`src/rtl/pwm_generator.sv`:
```
// pwm_generator: complementary high/low gate PWM with dead-time, mid-on-time ADC strobe
// and on-time updates taken only at period boundaries.
module pwm_generator #(
    parameter int PERIOD  = 500,
    parameter int TON_MAX = 460,
    parameter int TON_MIN = 0,
    parameter int DEAD    = 2
) (
    input  logic       clk_1M,
    input  logic       rst,
    input  logic       enable,
    input  logic [9:0] Time_on,
    output logic       pwm_hi,
    output logic       pwm_lo,
    output logic       sample_trig,
    output logic       period_start,
    output logic [9:0] ton_applied
);
    typedef enum logic {IDLE, RUN} state_t;

    localparam logic [9:0]  CNT_LAST = 10'(PERIOD - 1);
    localparam logic [9:0]  LO_END   = 10'(PERIOD - DEAD);
    localparam logic [9:0]  T_MAX    = 10'(TON_MAX);
    localparam logic [9:0]  T_MIN    = 10'(TON_MIN);
    localparam logic [10:0] DEAD_W   = 11'(DEAD);

    state_t     state, state_n;
    logic [9:0] cnt, cnt_n, ton_n, ton_clamped;
    logic       run_n;
    logic [10:0] lo_start;

    always_comb begin
        ton_clamped = Time_on >= T_MAX ? T_MAX : Time_on <= T_MIN ? T_MIN : Time_on;
        state_n     = state;
        cnt_n       = cnt;
        ton_n       = ton_applied;
        if (state == IDLE) begin
            state_n = enable ? RUN : IDLE;
            cnt_n   = '0;
            ton_n   = enable ? ton_clamped : '0;
        end else if (!enable) begin
            state_n = IDLE;
            cnt_n   = '0;
            ton_n   = '0;
        end else if (cnt == CNT_LAST) begin
            cnt_n = '0;
            ton_n = ton_clamped;
        end else begin
            cnt_n = cnt + 10'd1;
        end
        run_n    = state_n == RUN;
        // 11-bit sum so a large on-time cannot wrap into the low-side window
        lo_start = {1'b0, ton_n} + DEAD_W;
    end

    // Outputs are decoded from the post-edge count so they line up with cnt
    always_ff @(posedge clk_1M) begin
        if (rst) begin
            state        <= IDLE;
            cnt          <= '0;
            ton_applied  <= '0;
            pwm_hi       <= 1'b0;
            pwm_lo       <= 1'b0;
            sample_trig  <= 1'b0;
            period_start <= 1'b0;
        end else begin
            state        <= state_n;
            cnt          <= cnt_n;
            ton_applied  <= ton_n;
            pwm_hi       <= run_n && cnt_n < ton_n;
            pwm_lo       <= run_n && {1'b0, cnt_n} >= lo_start && cnt_n < LO_END;
            sample_trig  <= run_n && cnt_n == (ton_n >> 1);
            period_start <= run_n && cnt_n == 10'd0;
        end
    end
endmodule
```
`config.mk`:
```
export PLATFORM = sky130hd
export DESIGN_NAME = pwm_generator
export DESIGN_NICKNAME = d
export VERILOG_FILES = /design/src/rtl/pwm_generator.sv
export SDC_FILE = /design/constraint.sdc
export NUM_CORES = 1
export LEC_CHECK = 0
export BUFFER_PORTS_ARGS = -buffer_cell sky130_fd_sc_hd__buf_2
export CAP_MARGIN = 40
export CORE_MARGIN = 2
export CORE_UTILIZATION = 60
export CTS_CLUSTER_SIZE = 10
export DETAILED_ROUTE_END_ITERATION = 10
export GPL_ROUTABILITY_DRIVEN = 1
export HOLD_SLACK_MARGIN = 0.05
export PLACE_DENSITY_LB_ADDON = 0.3
export SYNTH_ARGS = -nofsm -noshare
export SYNTH_HDL_FRONTEND = slang
export SYNTH_SLANG_ARGS = --single-unit
```
`constraint.sdc`:
```
create_clock -name clk_1M -period 6.1 [get_ports clk_1M]
set_clock_uncertainty 0.2 [all_clocks]
set_input_delay 0 -clock clk_1M [delete_from_list [all_inputs] [get_ports clk_1M]]
set_output_delay 0 -clock clk_1M [all_outputs]
set_load 0.01 [all_outputs]
```
==> results_dict.tcl, run 1 <==
set metrics [dict create \
    htree_levels 1 \
    final_cell_area_um2 2210 \
    cp-startpoint "cnt[0]$_SDFF_PP0_" \
    maxSlewHeadroom 0.508 \
    power_switching_uw 94.0 \
    cts-resized-gates 0 \
    syn2layout_area_growth_pct 16.0 \
    antenna_found_initial 0 \
    io_pins 27 \
    ys_top_cells_by_area "dfxtp_1 26%, ha_1 14%, nor2_1 5.9%" \
    synth_cells 235 \
    holdCritPathClass "in -> reg" \
    worst-setup-path-type "reg -> reg" \
    num_vias 1874 \
    ys.flop_type "dfxtp_1" \
    placed_area_um2 2060 \
    internal-power_uw 221 \
    power.leakage_nw 0.977 \
    multi_input_area_um2 1320 \
    root_buffer "clkbuf_4" \
    fin_ws_ns 1.06 \
    slowest_stage "o31ai_4" \
    crit_buf_inv 3 \
    cts_tree "built" \
    rr_startpoint "cnt[0]$_SDFF_PP0_" \
    p_per_area_nw_per_um2 143 \
    run_status "finished clean" \
    avgRoutedWirePerCell_um 15.7 \
    synth_cell_type_count 47 \
    antennaDiodeCount 0 \
    period_share 0.826 \
    critPathMostFrequentCell "ha_1" \
    tns_ns 0 \
    whs_ns 0.0705 \
    synth-async-reset-ratio 0 \
    crit_chain "ha_1 > nand2_1 > o31ai_4 > nand3_1 > dlygate4sd3_1 > o21a_1 > inv_1 > ha_1 > inv_1 > or3_1 > xnor2_1 > ha_1 > o21a_1 > a2111oi_0 > or4_1 > a21oi_1" \
    place_ws_ns 1.72 \
    die_area_um2 3640 \
    io_buffers 26 \
    regArea_um2 500 \
    dpl.hpwl_mm 3.59 \
    die_y_um 60.3 \
    synthesis.area_um2 1900 \
    clkPwrFrac 0.248 \
    grt_max_degree 21 \
    worstMarginPinSlew_ns 0.739 \
    grt_pass1_vias 1662 \
    cpLargestDelayFamily "simple AND/OR/NAND/NOR gates" \
    drive_gt1_frac 0.151 \
    clk_latency_ns 0.33 \
    nets 306 \
    setup_viol 0 \
    p_sw_frac 0.299 \
    ir_drop_uv 75.5 \
    clk_path_buf_depth 2 \
    yosysTopAreaCellShare 0.263 \
    synth-seq-cells 25 \
    worst_setup_path_start_kind "register" \
    fin_crit_ns 5.04 \
    finalMaxSlewViolations 0 \
    die_w_um 60.3 \
    syn_nets 269 \
    placementRows 20 \
    start_util 0.629 \
    worst_ep_required_time_ns 6.17 \
    hold_start "Time_on[6]" \
    fmax_mhz 198 \
    synth_seq_area_share 0.263 \
    rsz0062_at_grt "false" \
    gp_congestion 0.944 \
    crit_fanout 17 \
    hold_violations 0 \
    synth_most_common_cell "nor2_1" \
    p_seq_frac 0.543 \
    coreArea_um2 3030 \
    ys_top_cells_by_count "30 x nor2_1, 25 x dfxtp_1, 23 x nand2_1" \
    drv_cap 0 \
    cts_sinks 25 \
    drt_wl_total_mm 4.95 \
    drtPass1Iterations 5 \
    crit_arrival_ns 5.11 \
    max_stage_delay_ns 0.70 \
    yosys.area.top_type "dfxtp_1" \
    grt_first_pass_wirelength_mm 7.85 \
    postSynthAreaPerCell_um2 8.10 \
    cts_made_buffers 3 \
    post_drt_via_cell_ratio 5.95 \
    path_clk_slew_ns 0.15 \
    first_iter_violations 232 \
    drc 0 \
    nFillCells 251 \
    synth_edf_count 0 \
    grt_overflow 0 \
    endpoint_kind "register" \
    postRouteAntennaNets 0 \
    ys_warn_count 0 \
    grt_util_all_layers 0.290 \
    combPwrFrac 0.209 \
]
routing by layer:
metal  routed length [um]  GRT usage
met5                    0          0
met1                 2230      0.412
met3                  384     0.0238
met4                   57     0.0762
met2                 2280      0.472
power by group through the flow:
stage	clock network, mW	registers [mW]	logic, mW
after floorplan	0	0.175	0.0376
after global placement	0	0.174	0.0572
after detailed placement	0	0.174	0.0578
after CTS	0.0790	0.171	0.0641
after global routing	0.0872	0.171	0.0718
final	0.0780	0.171	0.0658
path summary, 6_finish.rpt:
path                                    end  slack [ns]  depth (start not counted)
hold / removal    ton_applied[6]$_SDFF_PP0_        0.07                          5
setup reg to reg          pwm_lo$_SDFF_PP0_        1.06                         16
hold reg to reg           cnt[0]$_SDFF_PP0_        0.43                          1
setup / recovery          pwm_lo$_SDFF_PP0_        1.06                         16
registers in the layout (all words and copies together) (netlist names):
| register | cells |
|---|---|
| state | 1 |
| cnt | 10 |
| sample_trig | 1 |
| period_start | 1 |
| pwm_lo | 1 |
| ton_applied | 10 |
| pwm_hi | 1 |
cell type report:
cell class / instances / area share
Inverter: 12 / 0.0204
Multi-Input combinational cell: 191 / 0.599
Sequential cell: 25 / 0.227
Clock inverter: 1 / 0.00227
Tap cell: 44 / 0.0249
Timing Repair Buffer: 39 / 0.117
Clock buffer: 3 / 0.0102
kinds of logic (layout without fill, tap and decap cells):
family | count (synthesis) | count (layout) | synth area share
adder cells (fa/ha/maj) | 21 | 21 | 0.138
multiplexers | 1 | 1 | 0.00526
AND/OR/NAND/NOR | 99 | 99 | 0.258
XOR/XNOR | 22 | 22 | 0.101
AO/OA/AOI/OAI | 48 | 48 | 0.191
buffers and inverters | 19 | 55 | 0.0427
flip-flops | 25 | 25 | 0.263
placed cells by master (no fill, tap or decap), types with 2 or more instances in the layout:
master         count
a211o_1            3
a211oi_1           2
a21o_1             3
a21oi_1            8
a31oi_1            6
and2_1             2
and3_1             3
and4_1             2
buf_2             26
clkbuf_4           3
dfxtp_1           25
dlygate4sd3_1     12
ha_1              21
inv_1             11
nand2_1           23
nand2b_1           3
nand3_1           10
nand4_1            2
nor2_1            30
nor2b_1            2
nor3_1            10
nor4_1             2
nor4_2             2
o211ai_1           5
o211ai_2           2
o21a_1             5
o21ai_0            4
or3_1              3
xnor2_1           11
xor2_1            11
repair_timing:
action / in CTS / in global routing
hold buffers: 12 / 0
buffers inserted: 0 / 0
endpoints found under the hold margin: 23 / 0
tightest hold or removal path: stages:
cell	delay, ns
buf_2	0.13
nor2_1	0.12
nand2_1	0.08
o211ai_2	0.17
nor2_1	0.05
per-stage QoR:
| stage | total power [mW] | std cells | util |
|---|---|---|---|
| after CTS | 0.314 | 315 | 0.729 |
| after floorplan | 0.213 | 235 | - |
| after detailed placement | 0.232 | 299 | 0.680 |
| after global placement | 0.231 | 299 | 0.680 |
| final | 0.315 | 315 | 0.729 |
| after global routing | 0.330 | 315 | 0.729 |
Power figures use the tool's default switching activity.
==> run 2: changes to the inputs <==
--- a/config.mk
+++ b/config.mk
@@ -8,7 +8,7 @@
 export BUFFER_PORTS_ARGS = -buffer_cell sky130_fd_sc_hd__buf_2
 export CAP_MARGIN = 40
 export CORE_MARGIN = 2
-export CORE_UTILIZATION = 60
+export CORE_UTILIZATION = 52
 export CTS_CLUSTER_SIZE = 10
 export DETAILED_ROUTE_END_ITERATION = 10
 export GPL_ROUTABILITY_DRIVEN = 1
==> constraint.sdc (replaced) <==
create_clock -name clk_1M -period 4.55 [get_ports clk_1M]
set_clock_uncertainty 0.2 [all_clocks]
set_input_delay 0 -clock clk_1M [delete_from_list [all_inputs] [get_ports clk_1M]]
set_output_delay 0 -clock clk_1M [all_outputs]
set_load 0.01 [all_outputs]
==> results_dict.tcl, run 2 (synthesized netlist as in run 1, its figures left out) <==
set metrics [dict create \
    run_status "finished clean" \
    nFillCells 306 \
    finalMaxSlewViolations 0 \
    cts_sinks 25 \
    grt_pass1_vias 1916 \
    drc 0 \
    period_share 0.905 \
    postRouteAntennaNets 0 \
    maxSlewHeadroom 0.650 \
    worstMarginPinSlew_ns 0.523 \
    final_util 0.648 \
    die_y_um 64.5 \
    syn2layout_area_growth_pct 16.4 \
    post_drt_via_cell_ratio 6.00 \
    antennaDiodeCount 0 \
    io_pins 27 \
    coreArea_um2 3420 \
    grt_overflow 0 \
    root_buffer "clkbuf_4" \
    drv_cap 0 \
    worst_setup_path_start_kind "register" \
    placed_area_um2 2080 \
    gp_congestion 0.987 \
    die_w_um 64.5 \
    drtPass1Iterations 4 \
    nets 307 \
    grt_util_all_layers 0.267 \
    holdCritPathClass "in -> reg" \
    power.leakage_nw 0.988 \
    cts_tree "built" \
    setup_viol 0 \
    fin_crit_ns 4.12 \
    first_iter_violations 167 \
    use_met2 0.441 \
    layout_commonest_cell "nor2_1" \
    clk_path_buf_depth 2 \
    p_per_area_nw_per_um2 191 \
    grt.busiest_layer "met2" \
    grt_max_degree 21 \
    hold_violations 0 \
    grtUsageMet3 0.0573 \
    ir_drop_uv 109 \
    fmax_mhz 243 \
    dpl.hpwl_mm 3.81 \
    htree_levels 1 \
    final_cell_mix "30 x nor2_1, 26 x buf_2, 25 x dfxtp_1, 23 x nand2_1, 21 x ha_1" \
    placementRows 21 \
    final_cell_area_um2 2210 \
    grt_first_pass_wirelength_mm 8.76 \
    antenna_found_initial 0 \
    place_inst 303 \
    regArea_um2 500 \
    reg.largest.list "cnt x10, ton_applied x10" \
    tns_ns 0 \
    fin_cells 318 \
    io_buffers 26 \
    worst-setup-path-type "reg -> reg" \
    drt_wl_total_mm 5.07 \
    use_met1 0.343 \
    num_vias 1909 \
    rsz0062_at_grt "false" \
    crit_arrival_ns 4.13 \
    avgRoutedWirePerCell_um 15.9 \
    die_area_um2 4160 \
    crit_fanout 7 \
    multi_input_area_um2 1320 \
    start_util 0.557 \
    worst_ep_required_time_ns 4.56 \
    clk_latency_ns 0.33 \
    path_clk_slew_ns 0.15 \
    endpoint_kind "register" \
    cts_made_buffers 3 \
    drive_gt1_frac 0.158 \
    whs_ns 0.0904 \
]
-- run 2: changes by cell type in the layout (fill, tap and decap cells not counted), sizes merged --
cell / change
dlygate4sd3: -1
buf: +2
-- run 2: layout make-up --
class	count	area share
clock buffers	3	0.0102
clock inverters	1	0.00226
inverters	12	0.0203
multi-input cells	191	0.597
flip-flops and latches	25	0.226
well taps	46	0.0260
repair buffers	40	0.119
-- run 2: critical path: stages, from the launching register on --
cell and delay (ns):
dfxtp_1 0.48, ha_1 0.31, nand2_1 0.17, o31ai_4 0.36
inv_2 0.12, or4_4 0.51, o211ai_1 0.23, nor2_1 0.12
xor2_1 0.16, ha_1 0.29, a21o_1 0.16, a211oi_1 0.21
o21ai_0 0.13, a2111oi_0 0.34, or4_1 0.17, a21oi_1 0.04
-- run 2: timing repair --
| action | 4_1_cts | 5_1_grt |
|---|---|---|
| resized for setup | 0 | 0 |
| setup buffers | 0 | 0 |
| hold buffers | 11 | 0 |
| hold endpoints to repair | 23 | 0 |
-- run 2: worst paths after layout --
kind	from	end	cells after the start	slack, ns
worst max-delay path	cnt[0]$_SDFF_PP0_	pwm_lo$_SDFF_PP0_	15	0.43
worst min-delay path	Time_on[6]	ton_applied[6]$_SDFF_PP0_	5	0.09
worst max register to register	cnt[0]$_SDFF_PP0_	pwm_lo$_SDFF_PP0_	15	0.43
worst min register to register	ton_applied[0]$_SDFF_PP0_	ton_applied[0]$_SDFF_PP0_	2	0.37
-- run 2: power by group --
part           total, mW  internal [mW]  switching (mW)
logic             0.0883         0.0387          0.0496
registers          0.229          0.224         0.00486
clock network      0.106         0.0329          0.0732
total              0.424          0.296           0.128
-- run 2: metal layers --
metal  part of all wire  vias up
met4              0.024        0
met1               0.43      892
met3              0.067       16
li1                   -      925
met2               0.47       76
met5                  0        -
-- run 2: per-stage QoR --
step	total power, mW	worst slack (ns)
after detailed placement	0.313	0.519
after global placement	0.312	0.582
after floorplan	0.286	0.691
after global routing	0.445	0.136
after CTS	0.425	0.457
final	0.424	0.433
